===== config.mk =====
export PLATFORM = sky130hd
export DESIGN_NAME = fetch_sequencer
export DESIGN_NICKNAME = d
export VERILOG_FILES = /design/src/rtl/fetch_sequencer.sv
export SDC_FILE = /design/constraint.sdc
export NUM_CORES = 1
export LEC_CHECK = 0
export BUFFER_PORTS_ARGS = -buffer_cell sky130_fd_sc_hd__buf_2
export CORE_ASPECT_RATIO = 1.75
export CORE_MARGIN = 1
export CORE_UTILIZATION = 40
export CTS_BUF_LIST = sky130_fd_sc_hd__clkbuf_8
export DETAILED_ROUTE_END_ITERATION = 10
export GPL_TIMING_DRIVEN = 0
export PLACE_DENSITY = 0.76
export REMOVE_ABC_BUFFERS = 1
export SYNTH_ARGS = -nofsm -noshare
export SYNTH_HDL_FRONTEND = slang
export SYNTH_SLANG_ARGS = --single-unit

===== constraint.sdc =====
create_clock -name clk -period 1.7 [get_ports clk]
set_input_delay 0.255 -clock clk [delete_from_list [all_inputs] [get_ports clk]]
set_output_delay 0.255 -clock clk [all_outputs]
set_load 0.1 [all_outputs]

===== src/rtl/fetch_sequencer.sv =====
// Instruction-fetch controller: owns the PC, reads program memory and
// issues latched instruction words to decode over a valid/ready handshake.
//
// Ports:
//   clk, reset           rising-edge clock, asynchronous active-high reset
//   start, start_addr    begin fetching at start_addr (only from IDLE/HALT)
//   step_mode, step      pause after each accepted instruction / release one
//   mem_addr, mem_data   combinational program-memory read port (mem_addr = pc)
//   instr, instr_pc      latched instruction word and its fetch address
//   instr_valid          instr/instr_pc valid for decode
//   instr_ready          decode accepts instr this cycle
//   jump_en, jump_addr   on acceptance, redirect the next fetch to jump_addr
//   busy, halted         status: FETCH/ISSUE/STEP_WAIT, and HALT
module fetch_sequencer #(
    parameter int             AB      = 11,
    parameter int             DB      = 16,
    parameter int             OPW     = 5,
    parameter logic [OPW-1:0] HLT_OPC = '0
) (
    input  logic          clk,
    input  logic          reset,
    input  logic          start,
    input  logic [AB-1:0] start_addr,
    input  logic          step_mode,
    input  logic          step,
    output logic [AB-1:0] mem_addr,
    input  logic [DB-1:0] mem_data,
    output logic [DB-1:0] instr,
    output logic [AB-1:0] instr_pc,
    output logic          instr_valid,
    input  logic          instr_ready,
    input  logic          jump_en,
    input  logic [AB-1:0] jump_addr,
    output logic          busy,
    output logic          halted
);

    typedef enum logic [2:0] {
        S_IDLE,
        S_FETCH,
        S_ISSUE,
        S_STEP_WAIT,
        S_HALT
    } state_t;

    state_t        state_q, state_d;
    logic [AB-1:0] pc_q, pc_d;
    logic [DB-1:0] instr_q, instr_d;
    logic [AB-1:0] instr_pc_q, instr_pc_d;

    logic           accept;
    logic           is_hlt;
    logic [OPW-1:0] opcode;

    assign opcode = instr_q[DB-1 -: OPW];
    assign is_hlt = (opcode == HLT_OPC);
    assign accept = (state_q == S_ISSUE) && instr_ready;

    always_ff @(posedge clk or posedge reset) begin
        if (reset) begin
            state_q    <= S_IDLE;
            pc_q       <= '0;
            instr_q    <= '0;
            instr_pc_q <= '0;
        end else begin
            state_q    <= state_d;
            pc_q       <= pc_d;
            instr_q    <= instr_d;
            instr_pc_q <= instr_pc_d;
        end
    end

    always_comb begin
        state_d    = state_q;
        pc_d       = pc_q;
        instr_d    = instr_q;
        instr_pc_d = instr_pc_q;

        unique case (state_q)
            S_IDLE: begin
                if (start) begin
                    pc_d    = start_addr;
                    state_d = S_FETCH;
                end
            end
            S_FETCH: begin
                // memory is combinational: mem_data already reflects pc_q
                instr_d    = mem_data;
                instr_pc_d = pc_q;
                pc_d       = pc_q + AB'(1);
                state_d    = S_ISSUE;
            end
            S_ISSUE: begin
                if (accept) begin
                    // a halt word wins over any jump offered with it
                    if (is_hlt) begin
                        state_d = S_HALT;
                    end else begin
                        if (jump_en) begin
                            pc_d = jump_addr;
                        end
                        state_d = step_mode ? S_STEP_WAIT : S_FETCH;
                    end
                end
            end
            S_STEP_WAIT: begin
                if (step || !step_mode) begin
                    state_d = S_FETCH;
                end
            end
            S_HALT: begin
                if (start) begin
                    pc_d    = start_addr;
                    state_d = S_FETCH;
                end
            end
            default: begin
                state_d = S_IDLE;
            end
        endcase
    end

    assign mem_addr    = pc_q;
    assign instr       = instr_q;
    assign instr_pc    = instr_pc_q;
    assign instr_valid = (state_q == S_ISSUE);
    assign busy        = (state_q == S_FETCH) ||
                         (state_q == S_ISSUE) ||
                         (state_q == S_STEP_WAIT);
    assign halted      = (state_q == S_HALT);

endmodule

# Word-level counts from Yosys, hierarchy flattened
# Index checks and enable logic that the tools add are counted.
dict set report totals {
  register_bits 41
  inputBits 45
  word_cells 36
}
dict set report classes {
  addsub 1
  n_eq_ne 9
  mux 11
  reduce_logical 11
}
# operator count
set op_table {}
lappend op_table {{11-bit 2-to-1 mux} 4}
lappend op_table {{11-bit one-hot mux with 3 select lines} 1}
lappend op_table {{3-bit 2-to-1 mux} 4}
lappend op_table {{3-bit one-hot mux with 4 select lines} 1}
lappend op_table {{11-bit by 1-bit adder with 11-bit output, second input constant} 1}
lappend op_table {{3-bit by 2-bit == test with 1-bit output, second input constant} 2}
lappend op_table {{2-bit by 1-bit inequality test with 1-bit output, second input constant} 3}
lappend op_table {{5-bit logical NOT} 1}
lappend op_table {{5-bit AND reduction} 1}
lappend op_table {{2-bit inequality test, second input constant} 2}
lappend op_table {{3-bit by 1-bit == test with 1-bit output, second input constant} 1}
lappend op_table {{3-bit == test, second input constant} 1}
lappend op_table {{3-bit logical NOT} 1}
lappend op_table {{1-bit logical OR} 3}
lappend op_table {{3-bit AND reduction} 1}
lappend op_table {{3-bit nonzero test} 1}
lappend op_table {{2-bit 2-to-1 mux} 1}
lappend op_table {{2-bit OR reduction} 1}
lappend op_table {{1-bit logical AND} 1}
lappend op_table {{1-bit logical NOT} 1}

# Depth between registers and ports, before layout
dict set report logic_depth {
  depth_word 4
  depth_mapped 6
  mapped_depth_nobuf 5
}

# Worst setup path after synthesis
# No wires, ideal clock.
dict set report synth_path {
  kind {register to register}
  startpoint {register instr_q[12] (netlist: instr[12])}
  endpoint {register pc_q[4] (netlist: mem_addr[4])}
  setup_ps 129
  arrival_time_ps 2143
  required_ps 1571
  path_slack_ps -572
  stages_incl_launch_ff 6
  period_less_slack_ps 2272
  cell_sequence {dfrtp_1 -> or4_4 -> nor4_2 -> or2_1 -> buf_4 -> mux2_1}
}
dict set report synth_via {
  elab_chain_cells 3
}
# element line
set synth_rtl {}
lappend synth_rtl {{from (decl)} 48} ;# logic [DB-1:0] instr_q, instr_d;
lappend synth_rtl {{from (signal assigned)} 68} ;# instr_q <= instr_d;
lappend synth_rtl {{5-bit logical NOT} 56} ;# assign is_hlt = (opcode == HLT_OPC);
lappend synth_rtl {{2-bit inequality test (no source line)} n/a}
lappend synth_rtl {{5-bit AND reduction (no source line)} n/a}
lappend synth_rtl {{to (signal assigned)} 67} ;# pc_q <= pc_d;
lappend synth_rtl {{to (decl)} 47} ;# logic [AB-1:0] pc_q, pc_d;
# Every way passes these cells.
# A chain may end at the register's enable or synchronous reset.

# Final worst setup path
dict set report layout_path {
  startpoint {register instr_q[13] (netlist: instr[13])}
  endpoint {register pc_q[10] (netlist: mem_addr[10])}
}
# Same word-level chain as after synthesis.

==> impl_results.md <==
- Drt wl/cell: 16.8 um
- Port Buffers: 85
- Clock buffer depth: 2
- Area of the core: 0.00479 mm2
- ANT cells: 0
- Worst skew pair latency: 0.29 ns
- CTS tree: yes
- Distinct cell type count after synthesis: 45
- Crit path DAT: roughly 2 ns
- Via Count: 1891
- Status: finished with violations
- Dominant cells by area after synthesis: dfrtp_1, mux2_2, buf_2
- Pre-antenna DRT Iters: 4
- Final setup violation count: 13
- Yosys top cell by area: dfrtp_1
- Share of the synthesized area in the top cell type: 0.506
- Final Net Count: 326
- Starting Density: 0.423
- Crit path launch type: register
- TritonCTS Sinks: 41
- Initial antenna violation count: 0
- Fin Clk Skew: 0.00211 ns
- Worst reg2reg path startpoint: instr[13]
- Worst min path class: input port to asynchronous set/reset pin
- Largest net degree at the start of global routing: 42
- Detailed Route Iter0 Violations: 60
- Non-Filler Instances: 333
- IO Pins: 86
- # DRC: 0
- Detailed Place HPWL: 3590 um
- Period utilisation layout: 1.09
- Layout cells sized above 1: 0.584
- Final-report max-slew violation count: 0
- Worst-path clk slew: 0.08 ns
- Yosys reg bits: 41
- Rows: 33
- Most common cell after layout, fill and taps aside: buf_2
- Max Freq: 0.537 GHz
- Slew headroom: 0.439
- First-pass GRT wire length: 8510 um
- Sequential area share after synthesis: 0.506
- Root buf cell: clkbuf_8
- Mapped Cells: 178
- Final Hold Fails: 0
- Total CTS buffers: 5
- Number of max-cap violations: 0
- R2R Path End: mem_addr[10]
- Fraction of registers with async set/reset: 1.00
- Gr usage total: 0.209
- Final wirelength: 5600 um
- Flop2flop setup slack: -0.16 ns
- Layout fillers: 415
- Reg2Reg Depth: 6
- Failing checks: negative setup slack
- Post-route setup slack: -0.161 ns
- Syn Area/Cell: roughly 11 um2
- Worst-path fanout max: 6
- Remaining global-route overflow: 0
- Die Ht: 96.2 um
- Top FF cell, synth: dfrtp_1
- Final Wtd Congestion: 0.835
- Synth-to-layout area growth: 43.1%
- ANT nets after route: 0
- EDFF count, synth: 0
- Crit path capture type: register
- Number of global-route vias before repair: 1725
- Die area: 0.00537 mm2
- Tmin final: 1.86 ns
- DR vias/cell: 5.68
- Synth Warn #: 0
- Critical Path RT: 1.89 ns
- H-tree depth: 2
- Most frequent cells in the layout: buf_2, dfrtp_1, mux2_2, buf_4
- Dpl cells: 304
- RSZ-0062 raised after global routing: yes
- Worst Max-Slew Pin Slew: 0.840 ns
- Area of the mapped netlist: 0.00203 mm2
- Hold_buf cts: 0
- Kind of critical path: register to register
- Die W: 55.8 um
-- synthesized netlist by cell type, types with 2 or more instances --
library cell,instances
a221oi_1,5
nor2b_1,2
or2_1,2
nor3_1,4
buf_2,10
nand4_1,3
mux2_2,27
inv_1,5
o21ai_1,3
nor2_1,8
nand3_1,3
a22oi_1,3
dfrtp_1,41
or3_1,3
nand2_1,5
o31ai_1,4
nor3b_2,2
a211oi_1,3
a31oi_1,2
o21ai_0,7
a21oi_1,7
a222oi_1,3
o22ai_1,4
-- how the worst max path moves through the flow --
| stage | startpoint | endpoint | slack (ns) | depth (start not counted) |
|---|---|---|---|---|
| floorplan | state_q[0] | mem_addr[4] | -1.30 | 4 |
| global placement | state_q[0] | mem_addr[4] | -2.28 | 4 |
| detailed placement | state_q[0] | mem_addr[4] | -1.20 | 4 |
| CTS | instr[13] | mem_addr[10] | -0.12 | 6 |
| global route | instr[13] | mem_addr[10] | -0.23 | 6 |
| finish | instr[13] | mem_addr[10] | -0.16 | 6 |
-- cell families (layout without fill, tap and decap cells) --
group / after synthesis / after routing / synth area share
muxes: 28 / 28 / 0.156
xor gates and xnor gates: 1 / 1 / 0.00432
DFF: 41 / 41 / 0.506
AOI/OAI and AO/OA: 47 / 47 / 0.160
adders and majority gates: 1 / 1 / 0.00617
buffers and inverters: 17 / 120 / 0.0395
and+or+nand+nor: 43 / 43 / 0.128
-- metrics by stage --
| stage | utilization | setup slack [ns] | TNS (ns) | instance area [um2] | hold slack, ns |
|---|---|---|---|---|---|
| finish | 0.606 | -0.161 | -1.27 | 2900 | 0.126 |
| global placement | 0.513 | -2.28 | -59.88 | 2460 | 0.485 |
| detailed placement | 0.517 | -1.20 | -15.77 | 2480 | 0.481 |
| CTS | 0.589 | -0.117 | -1.14 | 2820 | 0.159 |
| floorplan | - | -1.30 | -30.37 | 1970 | 0.390 |
| global route | 0.606 | -0.233 | -2.34 | 2900 | 0.175 |
-- critical path: stages, from the launching register on --
cell	delay, ns
dfrtp_1	0.38
or4_4	0.57
nor4_4	0.29
buf_4	0.18
buf_6	0.13
a211oi_2	0.04
o22a_1	0.16
-- sequential cells by signal, indices dropped and copies added, names as in the netlist --
signal / flops
mem_addr: 11
instr: 16
state_q: 3
instr_pc: 11
-- layout make-up --
class | instances | area, um2 | area share
clock buffers | 6 | 82.6 | 0.0285
clock inverters | 2 | 37.5 | 0.0129
inverters | 5 | 18.8 | 0.00647
multi-input cells | 120 | 1020 | 0.353
flip-flops and latches | 41 | 1030 | 0.355
well taps | 52 | 65.1 | 0.0224
repair buffers | 107 | 643 | 0.222
-- layer usage --
layer / track usage / vias up / share of wire
li1: - / 882 / -
met1: 0.249 / 934 / 0.38
met2: 0.367 / 65 / 0.54
met3: 0.0309 / 10 / 0.052
met4: 0.102 / 0 / 0.027
met5: 0 / - / 0
-- timing repair --
item                                    CTS  global route
pin swaps                                12             9
buffers inserted                         16             4
endpoints found under the setup margin   37            37
hold endpoints to repair                  0             0
resized for setup                        23            17
cloned                                    1             0
Power is not shown: default switching activity piles up to over one toggle a cycle in this logic, so the estimate is an artifact.
